`src/rtl/pipelined_reduce_calc_pkg.sv`:
```
// Shared types for the pipelined reduce calculator: operation codes and the
// per-stage control word carried alongside each partial result.
package calc_pkg;

  localparam int unsigned CALC_OP_W = 2;

  typedef enum logic [CALC_OP_W-1:0] {
    CALC_ADD = 2'b00,
    CALC_SUB = 2'b01,
    CALC_MAX = 2'b10,
    CALC_MIN = 2'b11
  } calc_op_e;

  typedef struct packed {
    logic     valid;
    calc_op_e op;
    logic     ovf;
  } calc_stage_t;

endpackage

```
`src/rtl/pipelined_reduce_calc_alu_stage.sv`:
```
// One combine step of the reduction: y = a (op) b, with carry/borrow flag.
// With PIPELINED_REDUCE_SATURATE_EN defined, ADD clamps to all-ones on carry
// and SUB clamps to zero on borrow; otherwise results wrap.
module calc_alu_stage
  import calc_pkg::*;
#(
  parameter int unsigned WIDTH = 8
) (
  input  logic [WIDTH-1:0] a_i,
  input  logic [WIDTH-1:0] b_i,
  input  calc_op_e         op_i,
  output logic [WIDTH-1:0] y_o,
  output logic             ovf_o
);

  logic [WIDTH:0] sum;
  logic [WIDTH:0] diff;

  assign sum  = {1'b0, a_i} + {1'b0, b_i};
  assign diff = {1'b0, a_i} - {1'b0, b_i};

  // Select the operation result and its overflow/borrow flag.
  always_comb begin
    y_o   = '0;
    ovf_o = 1'b0;
    case (op_i)
      CALC_ADD: begin
        ovf_o = sum[WIDTH];
`ifdef PIPELINED_REDUCE_SATURATE_EN
        y_o   = sum[WIDTH] ? '1 : sum[WIDTH-1:0];
`else
        y_o   = sum[WIDTH-1:0];
`endif
      end
      CALC_SUB: begin
        ovf_o = diff[WIDTH];
`ifdef PIPELINED_REDUCE_SATURATE_EN
        y_o   = diff[WIDTH] ? '0 : diff[WIDTH-1:0];
`else
        y_o   = diff[WIDTH-1:0];
`endif
      end
      CALC_MAX: y_o = (a_i >= b_i) ? a_i : b_i;
      CALC_MIN: y_o = (a_i <= b_i) ? a_i : b_i;
      default:  y_o = '0;
    endcase
  end

endmodule

```
`src/rtl/pipelined_reduce_calc.sv`:
```
// Reduces NUM_OPS packed WIDTH-bit operands (op0 at the MSBs) through a
// linear chain of NUM_OPS-1 registered combine stages with valid/ready flow
// control. Optional macro: PIPELINED_REDUCE_SATURATE_EN (saturating ADD/SUB).
module pipelined_reduce_calc
  import calc_pkg::*;
#(
  parameter int unsigned WIDTH   = 8,
  parameter int unsigned NUM_OPS = 4
) (
  input  logic                       one_MHz_clk,
  input  logic                       reset,
  input  logic                       in_valid,
  output logic                       in_ready,
  input  logic [CALC_OP_W-1:0]       in_op,
  input  logic [NUM_OPS*WIDTH-1:0]   instruction,
  output logic                       out_valid,
  input  logic                       out_ready,
  output logic [WIDTH-1:0]           result,
  output logic                       out_ovf
);

  logic             stall;
  logic [WIDTH-1:0] result_q;
  logic             out_ovf_q;
  logic             out_valid_q;

  // Whole pipeline freezes while the output beat waits for the consumer.
  assign stall    = out_valid_q && !out_ready;
  assign in_ready = !stall;

  // Stage k combines the running partial with operand k. Each non-final stage
  // also forwards the operands not yet consumed, so the forwarded vector
  // shrinks by one operand per stage.
  for (genvar k = 1; k < NUM_OPS; k++) begin : g_stage
    logic [WIDTH-1:0] a;
    logic [WIDTH-1:0] b;
    logic [WIDTH-1:0] y;
    calc_op_e         op;
    logic             valid_in;
    logic             ovf_in;
    logic             ovf;

    if (k == 1) begin : g_src
      assign a        = instruction[NUM_OPS*WIDTH-1 -: WIDTH];
      assign b        = instruction[(NUM_OPS-1)*WIDTH-1 -: WIDTH];
      assign op       = calc_op_e'(in_op);
      assign valid_in = in_valid;
      assign ovf_in   = 1'b0;
    end else begin : g_src
      assign a        = g_stage[k-1].g_reg.part_q;
      assign b        = g_stage[k-1].g_reg.rem_q[(NUM_OPS-k)*WIDTH-1 -: WIDTH];
      assign op       = g_stage[k-1].g_reg.ctrl_q.op;
      assign valid_in = g_stage[k-1].g_reg.ctrl_q.valid;
      assign ovf_in   = g_stage[k-1].g_reg.ctrl_q.ovf;
    end

    calc_alu_stage #(
      .WIDTH (WIDTH)
    ) u_alu (
      .a_i   (a),
      .b_i   (b),
      .op_i  (op),
      .y_o   (y),
      .ovf_o (ovf)
    );

    if (k < NUM_OPS - 1) begin : g_reg
      localparam int unsigned REM_W = (NUM_OPS - 1 - k) * WIDTH;

      logic [WIDTH-1:0] part_q;
      logic [REM_W-1:0] rem_d;
      logic [REM_W-1:0] rem_q;
      calc_stage_t      ctrl_d;
      calc_stage_t      ctrl_q;

      if (k == 1) begin : g_rem
        assign rem_d = instruction[REM_W-1:0];
      end else begin : g_rem
        assign rem_d = g_stage[k-1].g_reg.rem_q[REM_W-1:0];
      end

      assign ctrl_d = '{valid: valid_in, op: op, ovf: ovf_in | ovf};

      // Intermediate pipeline register, held while stalled.
      always_ff @(posedge one_MHz_clk or posedge reset) begin
        if (reset) begin
          part_q <= '0;
          rem_q  <= '0;
          ctrl_q <= '0;
        end else if (!stall) begin
          part_q <= y;
          rem_q  <= rem_d;
          ctrl_q <= ctrl_d;
        end
      end
    end
  end

  // Final stage doubles as the output register.
  always_ff @(posedge one_MHz_clk or posedge reset) begin
    if (reset) begin
      result_q    <= '0;
      out_ovf_q   <= 1'b0;
      out_valid_q <= 1'b0;
    end else if (!stall) begin
      result_q    <= g_stage[NUM_OPS-1].y;
      out_ovf_q   <= g_stage[NUM_OPS-1].ovf_in | g_stage[NUM_OPS-1].ovf;
      out_valid_q <= g_stage[NUM_OPS-1].valid_in;
    end
  end

  assign result    = result_q;
  assign out_ovf   = out_ovf_q;
  assign out_valid = out_valid_q;

endmodule

```
`config.mk`:
```
export PLATFORM = sky130hd
export DESIGN_NAME = pipelined_reduce_calc
export DESIGN_NICKNAME = d
export VERILOG_FILES = /design/src/rtl/pipelined_reduce_calc_pkg.sv /design/src/rtl/pipelined_reduce_calc_alu_stage.sv /design/src/rtl/pipelined_reduce_calc.sv
export SDC_FILE = /design/constraint.sdc
export NUM_CORES = 1
export LEC_CHECK = 0
export ABC_AREA = 1
export BUFFER_PORTS_ARGS = -buffer_cell sky130_fd_sc_hd__buf_2
export CORE_UTILIZATION = 50
export CTS_CLUSTER_DIAMETER = 100
export DETAILED_ROUTE_END_ITERATION = 6
export PLACE_DENSITY = 0.73
export SKIP_CTS_REPAIR_TIMING = 1
export SLEW_MARGIN = 10
export SYNTH_ARGS = -nofsm -noshare
export SYNTH_HDL_FRONTEND = slang
export SYNTH_SLANG_ARGS = --single-unit
```
`constraint.sdc`:
```
create_clock -name one_MHz_clk -period 3.1 [get_ports one_MHz_clk]
set_clock_uncertainty 0.15 [all_clocks]
set_input_delay 0.31 -clock one_MHz_clk [delete_from_list [all_inputs] [get_ports one_MHz_clk]]
set_output_delay 0.31 -clock one_MHz_clk [all_outputs]
set_load 0.05 [all_outputs]
```
==> impl_metrics.xml, run 1 <==
<?xml version="1.0" encoding="UTF-8"?>
<metrics>
  <group name="sta">
    <metric name="timing_max_transition_violations_final" unit="">0</metric>
    <metric name="worstMarginPinSlew" unit="ns">0.930</metric>
    <metric name="setup-tns-final" unit="ns">0</metric>
    <metric name="grt_setup_unrepaired" unit="">false</metric>
    <metric name="period_share" unit="%">82.7</metric>
    <metric name="finalSetupViolations" unit="">0</metric>
    <metric name="normalized_max_slew_margin" unit="%">37.9</metric>
    <metric name="achievable-frequency" unit="MHz">390</metric>
    <metric name="post-route-min-period" unit="ns">2.57</metric>
    <metric name="finalHoldViolCount" unit="">0</metric>
  </group>
  <group name="grt">
    <metric name="top_usage_layer" unit="">met2</metric>
    <metric name="grt.met3_usage" unit="%">5.54</metric>
    <metric name="gr-usage-all-layers" unit="%">27.0</metric>
    <metric name="number_of_antenna_violations_at_the_first_check_in_global_routing" unit="">0</metric>
    <metric name="groute.layer.met2.usage" unit="%">42.0</metric>
    <metric name="grt_overflow" unit="">0</metric>
    <metric name="wire_length_of_the_first_global_routing_pass" unit="um">26900</metric>
    <metric name="grt_start_max_net_pins" unit="">51</metric>
    <metric name="grt_pass1_vias" unit="">5438</metric>
    <metric name="gr-usage-met1" unit="%">37.7</metric>
  </group>
  <group name="placed_design">
    <metric name="port_buffers" unit="">48</metric>
    <metric name="detailed_place.area" unit="mm^2">0.00620</metric>
    <metric name="place_inst" unit="">1064</metric>
    <metric name="place.gp.congestion" unit="">0.952</metric>
    <metric name="place.detailed.hpwl" unit="um">12100</metric>
  </group>
  <group name="logic_synthesis">
    <metric name="synth.avg_cell_area" unit="um^2">6.59</metric>
    <metric name="synth_enable_flop_cells" unit="">0</metric>
    <metric name="synth_async_sr_flop_share" unit="%">100</metric>
    <metric name="postSynthCellCount" unit="">892</metric>
    <metric name="yosys_most_used_dff" unit="">sky130_fd_sc_hd__dfrtp_1</metric>
    <metric name="ys_seq_elements" unit="">58</metric>
    <metric name="synth_cell_type_count" unit="">40</metric>
    <metric name="synth_nets" unit="">984</metric>
    <metric name="synth_sequential_area_ratio" unit="%">24.7</metric>
    <metric name="yosys_warnings" unit="">0</metric>
    <metric name="netlist_area" unit="mm^2">0.00588</metric>
  </group>
  <group name="finish">
    <metric name="num_antenna_cells" unit="">0</metric>
    <metric name="final.fill_count" unit="">1164</metric>
    <metric name="final_layout_net_count" unit="">1024</metric>
    <metric name="final_design_area_no_fill" unit="mm^2">0.00653</metric>
    <metric name="syn_to_final_growth" unit="%">11.1</metric>
    <metric name="drive_above_1_share" unit="%">12.0</metric>
    <metric name="finalNonFillerCells" unit="">1080</metric>
    <metric name="multi_input_area" unit="mm^2">0.00375</metric>
    <metric name="seqCellArea" unit="mm^2">0.00145</metric>
  </group>
  <group name="clock_network">
    <metric name="clock_tree.root_cell" unit="">sky130_fd_sc_hd__clkbuf_16</metric>
    <metric name="clockBufferDepth" unit="">2</metric>
    <metric name="insertion_delay" unit="ns">0.34</metric>
    <metric name="tritoncts" unit="">yes</metric>
    <metric name="cts.sink_count" unit="">58</metric>
    <metric name="htreeDepth" unit="">3</metric>
    <metric name="numCtsBuffers" unit="">9</metric>
    <metric name="cts.reportedPaths.clkPinSlew" unit="ns">0.07</metric>
  </group>
  <group name="run">
    <metric name="maxCapViolations" unit="">0</metric>
  </group>
  <group name="routing">
    <metric name="detailroute.via_count" unit="">5882</metric>
    <metric name="postRouteAntennaNets" unit="">0</metric>
    <metric name="post-route-drc-count" unit="">0</metric>
    <metric name="detail_route.first_pass.iterations" unit="">5</metric>
    <metric name="avgViaCountPerCell" unit="">5.45</metric>
    <metric name="post_drt_wl_per_cell" unit="um">14.8</metric>
    <metric name="initialDrtViolationCount" unit="">475</metric>
    <metric name="routed_wirelength" unit="um">16000</metric>
  </group>
  <group name="power_and_ir_drop">
    <metric name="combinationalPowerShare" unit="%">62.0</metric>
    <metric name="int_pwr" unit="W">0.00298</metric>
    <metric name="switchingPower" unit="W">0.00339</metric>
    <metric name="p_total" unit="W">0.00637</metric>
    <metric name="part_of_the_power_in_the_clock_network" unit="%">17.6</metric>
    <metric name="vdd.ir_drop.worst" unit="mV">0.470</metric>
    <metric name="sw_frac_of_total" unit="%">53.2</metric>
    <metric name="part_of_the_power_in_registers" unit="%">20.4</metric>
    <metric name="power.leakage" unit="nW">3.51</metric>
    <metric name="power.density_cell_area" unit="mW/mm^2">976</metric>
  </group>
  <group name="setup_path">
    <metric name="setup.worst_path.end_class" unit="">flop</metric>
    <metric name="crit_path_end" unit="">g_stage[2].g_reg.part_q[7]</metric>
    <metric name="worst-endpoint-arrival" unit="ns">2.63</metric>
    <metric name="critical_path.startpoint_type" unit="">flop</metric>
    <metric name="crit_path_max_fanout" unit="">11</metric>
    <metric name="r2r.worst_path.cells" unit="">10</metric>
    <metric name="ff2ff_setup_slack" unit="ns">0.53</metric>
    <metric name="worst_r2r_endpoint" unit="">g_stage[2].g_reg.part_q[7]</metric>
    <metric name="timing.rr.start" unit="">g_stage[1].g_reg.part_q[5]</metric>
    <metric name="timing.setup.critical_path_class" unit="">reg -&gt; reg</metric>
    <metric name="crit_required" unit="ns">3.16</metric>
    <metric name="start_point_of_the_critical_path" unit="">g_stage[1].g_reg.part_q[5]</metric>
  </group>
  <group name="outcome">
    <metric name="result_of_the_run" unit="">completed</metric>
  </group>
  <group name="floorplanning">
    <metric name="row_count" unit="">39</metric>
    <metric name="pin_count" unit="">49</metric>
    <metric name="floorplan.die.width" unit="um">110</metric>
    <metric name="die_area" unit="mm^2">0.0122</metric>
    <metric name="core_area" unit="mm^2">0.0114</metric>
    <metric name="initial_utilization" unit="%">51.5</metric>
    <metric name="dieHeight" unit="um">110</metric>
  </group>
  <group name="hold_path">
    <metric name="hold_class" unit="">in -&gt; async</metric>
  </group>
</metrics>
-- critical path, cell delays in order (launching register included) --
cell	delay, ns
sky130_fd_sc_hd__dfrtp_1	0.45
sky130_fd_sc_hd__ha_1	0.42
sky130_fd_sc_hd__nand2_1	0.13
sky130_fd_sc_hd__nor2_4	0.17
sky130_fd_sc_hd__nand3_2	0.28
sky130_fd_sc_hd__nand3_2	0.29
sky130_fd_sc_hd__nand2_1	0.09
sky130_fd_sc_hd__nand3_1	0.10
sky130_fd_sc_hd__nand3_1	0.10
sky130_fd_sc_hd__nor2_1	0.20
sky130_fd_sc_hd__nor2_1	0.06
-- flip-flops by register name (all words and copies together), names as in the netlist --
name,flops
out_ovf,1
out_valid,1
g_stage.g_reg.part_q,16
result,8
g_stage.valid_in,2
g_stage.g_reg.rem_q,24
g_stage.ovf_in,2
g_stage.op,4
-- cell families (layout without fill, tap and decap cells) --
kind of cell,Yosys count,count (layout),synth area share [%]
simple gates,459,459,35.7
fa+ha+maj,54,54,12.3
xor+xnor,10,10,1.49
flops,58,58,24.7
buf+inv,169,214,11.6
compound gates,142,142,14.3
-- worst min-delay path by stage --
stage,start,end,slack (ns),cells after the start
6_report,reset,result[2],0.03,2
5_1_grt,instruction[12],g_stage[1].g_reg.rem_q[12],0.04,3
4_1_cts,instruction[8],g_stage[1].g_reg.rem_q[8],0.02,3
3_5_place_dp,g_stage[3].valid_in,out_valid,0.30,1
3_3_place_gp,g_stage[3].valid_in,out_valid,0.31,1
2_1_floorplan,instruction[8],g_stage[1].g_reg.rem_q[8],0.27,2
-- placed cells by master, fill, tap and decap left out, drive strengths merged, types with 4 or more instances in the layout --
master / instances
a21oi: 35
nand3: 102
xor2: 8
o21bai: 7
inv: 145
nor2: 63
a31oi: 8
nand3b: 4
nand2: 252
fa: 6
dfrtp: 58
o21ai: 74
ha: 48
clkbuf: 9
buf: 53
o211ai: 12
nand4: 31
or2: 4
-- synth_stat cells, types with 3 or more instances --
| library cell | number | share of area, % |
|---|---|---|
| sky130_fd_sc_hd__a21oi_1 | 31 | 2.6 |
| sky130_fd_sc_hd__nand2_1 | 245 | 16 |
| sky130_fd_sc_hd__nor2_1 | 59 | 3.8 |
| sky130_fd_sc_hd__dfrtp_1 | 58 | 25 |
| sky130_fd_sc_hd__o21ai_0 | 68 | 5.8 |
| sky130_fd_sc_hd__nand4_1 | 30 | 3.2 |
| sky130_fd_sc_hd__o211ai_2 | 5 | 1.1 |
| sky130_fd_sc_hd__o211ai_1 | 7 | 0.89 |
| sky130_fd_sc_hd__inv_1 | 139 | 8.9 |
| sky130_fd_sc_hd__nand3_2 | 8 | 1.4 |
| sky130_fd_sc_hd__nor3_1 | 3 | 0.26 |
| sky130_fd_sc_hd__nand2_2 | 5 | 0.53 |
| sky130_fd_sc_hd__a31oi_1 | 8 | 0.85 |
| sky130_fd_sc_hd__fa_1 | 6 | 2.0 |
| sky130_fd_sc_hd__nand3_1 | 92 | 7.8 |
| sky130_fd_sc_hd__o21ai_1 | 6 | 0.51 |
| sky130_fd_sc_hd__or2_2 | 4 | 0.43 |
| sky130_fd_sc_hd__buf_6 | 4 | 0.77 |
| sky130_fd_sc_hd__o21bai_1 | 7 | 0.89 |
| sky130_fd_sc_hd__clkbuf_1 | 11 | 0.70 |
| sky130_fd_sc_hd__buf_2 | 7 | 0.60 |
| sky130_fd_sc_hd__xor2_1 | 8 | 1.2 |
| sky130_fd_sc_hd__nand3b_1 | 4 | 0.51 |
| sky130_fd_sc_hd__inv_2 | 5 | 0.32 |
| sky130_fd_sc_hd__ha_1 | 48 | 10 |
-- area by class of cell --
cell class,instances,share of cell area (%)
Multi-Input combinational cell,665,57.5
Sequential cell,58,22.2
Inverter,145,8.33
Timing Repair Buffer,53,4.25
Clock buffer,9,3.45
Tap cell,143,2.74
Clock inverter,7,1.55
-- power by group through the flow --
stage / clock network (W) / registers (W) / logic (W)
2_1_floorplan: 0 / 0.00145 / 0.00284
3_3_place_gp: 0 / 0.00130 / 0.00382
3_5_place_dp: 0 / 0.00131 / 0.00385
4_1_cts: 0.00112 / 0.00130 / 0.00389
5_1_grt: 0.00116 / 0.00134 / 0.00441
6_report: 0.00112 / 0.00130 / 0.00395
-- metal layers --
| layer | vias to the layer above | part of all wire, % |
|---|---|---|
| li1 | 2988 | - |
| met1 | 2698 | 46 |
| met4 | 0 | 2.1 |
| met3 | 25 | 6.1 |
| met2 | 171 | 45 |
| met5 | - | 0 |
-- through the flow --
step	hold slack, ns	worst slack, ns	utilization, %
5_1_grt	0.0376	0.409	57.2
6_report	0.0253	0.535	57.2
3_5_place_dp	0.298	0.544	54.3
3_3_place_gp	0.306	0.574	54.3
2_1_floorplan	0.270	1.04	-
4_1_cts	0.0210	0.653	57.2
Power figures use the tool's default switching activity.
==> run 2, diff against run 1 <==
PLACE_DENSITY = 0.75   (was 0.73)
clock period = 2.1 ns   (was 3.1 ns; I/O delays follow)
==> impl_metrics.xml, run 2 (synthesized netlist as in run 1, its figures left out) <==
<?xml version="1.0" encoding="UTF-8"?>
<metrics>
  <group name="setup_path">
    <metric name="ff2ff_setup_slack" unit="ns">-0.11</metric>
    <metric name="worst_r2r_endpoint" unit="">g_stage[2].g_reg.part_q[5]</metric>
    <metric name="timing.critical_path.cells" unit="">inv_2 -&gt; ha_4 -&gt; nand2_2 -&gt; nand2_2 -&gt; nand2_2 -&gt; nand3_1 -&gt; buf_4 -&gt; inv_1 -&gt; nor2_2 -&gt; o21ai_0 -&gt; nand2_1 -&gt; nand3_1 -&gt; nand2_1 -&gt; nand2_1</metric>
    <metric name="setup.worst_path.end_class" unit="">flop</metric>
    <metric name="crit_required" unit="ns">2.23</metric>
    <metric name="r2r.worst_path.cells" unit="">14</metric>
    <metric name="cpPeakStageDelay" unit="ns">0.40</metric>
    <metric name="crit_path_max_fanout" unit="">7</metric>
    <metric name="crit_path_end" unit="">g_stage[2].g_reg.part_q[5]</metric>
    <metric name="critical_path.slowest_cell" unit="">sky130_fd_sc_hd__dfrtp_1</metric>
    <metric name="timing.setup.critical_path_class" unit="">reg -&gt; reg</metric>
    <metric name="start_point_of_the_critical_path" unit="">g_stage[1].g_reg.rem_q[10]</metric>
    <metric name="worst-endpoint-arrival" unit="ns">2.34</metric>
    <metric name="critical_path.startpoint_type" unit="">flop</metric>
    <metric name="timing.rr.start" unit="">g_stage[1].g_reg.rem_q[10]</metric>
  </group>
  <group name="outcome">
    <metric name="result_of_the_run" unit="">finished, violations left</metric>
    <metric name="violated_checks" unit="">negative hold slack, negative setup slack</metric>
  </group>
  <group name="routing">
    <metric name="initialDrtViolationCount" unit="">663</metric>
    <metric name="detailroute.via_count" unit="">6881</metric>
    <metric name="detail_route.first_pass.iterations" unit="">6</metric>
    <metric name="avgViaCountPerCell" unit="">5.55</metric>
    <metric name="post_drt_wl_per_cell" unit="um">16.5</metric>
    <metric name="routed_wirelength" unit="um">20500</metric>
    <metric name="postRouteAntennaNets" unit="">0</metric>
    <metric name="post-route-drc-count" unit="">0</metric>
  </group>
  <group name="finish">
    <metric name="final_cell_mix" unit="">sky130_fd_sc_hd__nand2_1, sky130_fd_sc_hd__buf_4, sky130_fd_sc_hd__inv_1, sky130_fd_sc_hd__nand3_1</metric>
    <metric name="num_antenna_cells" unit="">0</metric>
    <metric name="final_layout_net_count" unit="">1183</metric>
    <metric name="drive_above_1_share" unit="%">31.6</metric>
    <metric name="largest_register_ff_count" unit="">24</metric>
    <metric name="finish.utilization" unit="%">73.1</metric>
    <metric name="layout.cells.most_common" unit="">sky130_fd_sc_hd__nand2_1</metric>
    <metric name="syn_to_final_growth" unit="%">42.0</metric>
    <metric name="register_with_the_most_flip_flops" unit="">g_stage.g_reg.rem_q</metric>
  </group>
  <group name="sta">
    <metric name="fin_ws" unit="ns">-0.107</metric>
    <metric name="normalized_max_slew_margin" unit="%">54.4</metric>
    <metric name="achievable-frequency" unit="MHz">453</metric>
    <metric name="period_share" unit="%">105</metric>
    <metric name="post-route-min-period" unit="ns">2.21</metric>
    <metric name="finalHoldViolCount" unit="">1</metric>
    <metric name="whs" unit="ns">-0.00256</metric>
    <metric name="worstMarginPinSlew" unit="ns">0.682</metric>
    <metric name="timing_max_transition_violations_final" unit="">0</metric>
    <metric name="finalSetupViolations" unit="">11</metric>
    <metric name="grt_setup_unrepaired" unit="">true</metric>
  </group>
  <group name="floorplanning">
    <metric name="core_area" unit="mm^2">0.0114</metric>
    <metric name="pin_count" unit="">49</metric>
    <metric name="die_area" unit="mm^2">0.0122</metric>
    <metric name="floorplan.die.width" unit="um">110</metric>
    <metric name="row_count" unit="">39</metric>
    <metric name="dieHeight" unit="um">110</metric>
    <metric name="initial_utilization" unit="%">51.5</metric>
  </group>
  <group name="placed_design">
    <metric name="port_buffers" unit="">48</metric>
    <metric name="place.detailed.hpwl" unit="um">13800</metric>
    <metric name="placement.setup.worst_slack" unit="ns">-0.107</metric>
    <metric name="place.gp.congestion" unit="">0.964</metric>
  </group>
  <group name="clock_network">
    <metric name="numCtsBuffers" unit="">9</metric>
    <metric name="cts.sink_count" unit="">58</metric>
    <metric name="clock_tree.root_cell" unit="">sky130_fd_sc_hd__clkbuf_16</metric>
    <metric name="htreeDepth" unit="">3</metric>
    <metric name="clockBufferDepth" unit="">2</metric>
    <metric name="insertion_delay" unit="ns">0.34</metric>
    <metric name="tritoncts" unit="">yes</metric>
    <metric name="cts.reportedPaths.clkPinSlew" unit="ns">0.06</metric>
  </group>
  <group name="grt">
    <metric name="number_of_antenna_violations_at_the_first_check_in_global_routing" unit="">0</metric>
    <metric name="gr-usage-all-layers" unit="%">29.6</metric>
    <metric name="grt_start_max_net_pins" unit="">59</metric>
    <metric name="grt_pass1_vias" unit="">5923</metric>
    <metric name="grt_overflow" unit="">0</metric>
    <metric name="wire_length_of_the_first_global_routing_pass" unit="um">28900</metric>
  </group>
  <group name="run">
    <metric name="maxCapViolations" unit="">0</metric>
  </group>
  <group name="power_and_ir_drop">
    <metric name="power.leakage" unit="nW">4.36</metric>
    <metric name="vdd.ir_drop.worst" unit="mV">1.00</metric>
    <metric name="power.density_cell_area" unit="mW/mm^2">1530</metric>
  </group>
  <group name="hold_path">
    <metric name="min_delay_path_depth" unit="">3</metric>
    <metric name="hold_class" unit="">in -&gt; reg</metric>
  </group>
</metrics>
-- run 2: worst min path at each step --
stage          slack (ns)                    endpoint            from
3_3_place_gp         0.14   g_stage[1].g_reg.rem_q[3]           reset
4_1_cts             -0.21  g_stage[2].g_reg.part_q[1]           reset
6_report           -0.003   g_stage[1].g_reg.rem_q[9]  instruction[9]
3_5_place_dp         0.14   g_stage[1].g_reg.rem_q[3]           reset
2_1_floorplan        0.17   g_stage[1].g_reg.rem_q[8]  instruction[8]
5_1_grt             0.009   g_stage[1].g_reg.rem_q[9]  instruction[9]
-- run 2: power by group --
part	total (W)	switching, W	leakage (nW)	internal, W
combinational	0.00911	0.00533	3.50	0.00378
sequential	0.00186	0.000336	0.697	0.00152
clock	0.00178	0.000610	0.170	0.00117
-- run 2: per-layer routing --
metal / vias up / wire length [um] / track usage [%]
met4: 0 / 545 / 7.38
li1: 3305 / - / -
met3: 54 / 1730 / 5.21
met2: 332 / 9410 / 45.8
met1: 3190 / 8770 / 42.6
met5: - / 0 / 0
-- run 2: final cells by class --
cell class                      count  area [um^2]
Multi-Input combinational cell    666         4220
Inverter                          145          561
Fill cell                         881         3070
Timing Repair Buffer              211         1580
Clock buffer                        9          225
Sequential cell                    58         1450
Tap cell                          143          179
Clock inverter                      7          125
-- run 2: metrics by stage --
| step | setup TNS, ns | instances | total power [W] | cell area, um^2 | hold WS (ns) |
|---|---|---|---|---|---|
| after global routing | -1.82 | 1239 | 0.0135 | 8350 | 0.00869 |
| after global placement | -0.200 | 1187 | 0.00886 | 7170 | 0.138 |
| final | -0.462 | 1239 | 0.0127 | 8350 | -0.00256 |
| after detailed placement | -0.381 | 1187 | 0.00893 | 7170 | 0.142 |
| after CTS | -0.864 | 1203 | 0.0108 | 7520 | -0.208 |
| after floorplan | 0 | 892 | 0.00633 | 5880 | 0.170 |
-- run 2: critical path, delay by kind of cell (launching register included) --
family | cells | cell delay, ns
and+or+nand+nor | 9 | 0.76
DFF | 1 | 0.40
buffers and inverters | 3 | 0.38
adders and majority gates | 1 | 0.24
AOI/OAI and AO/OA | 1 | 0.22
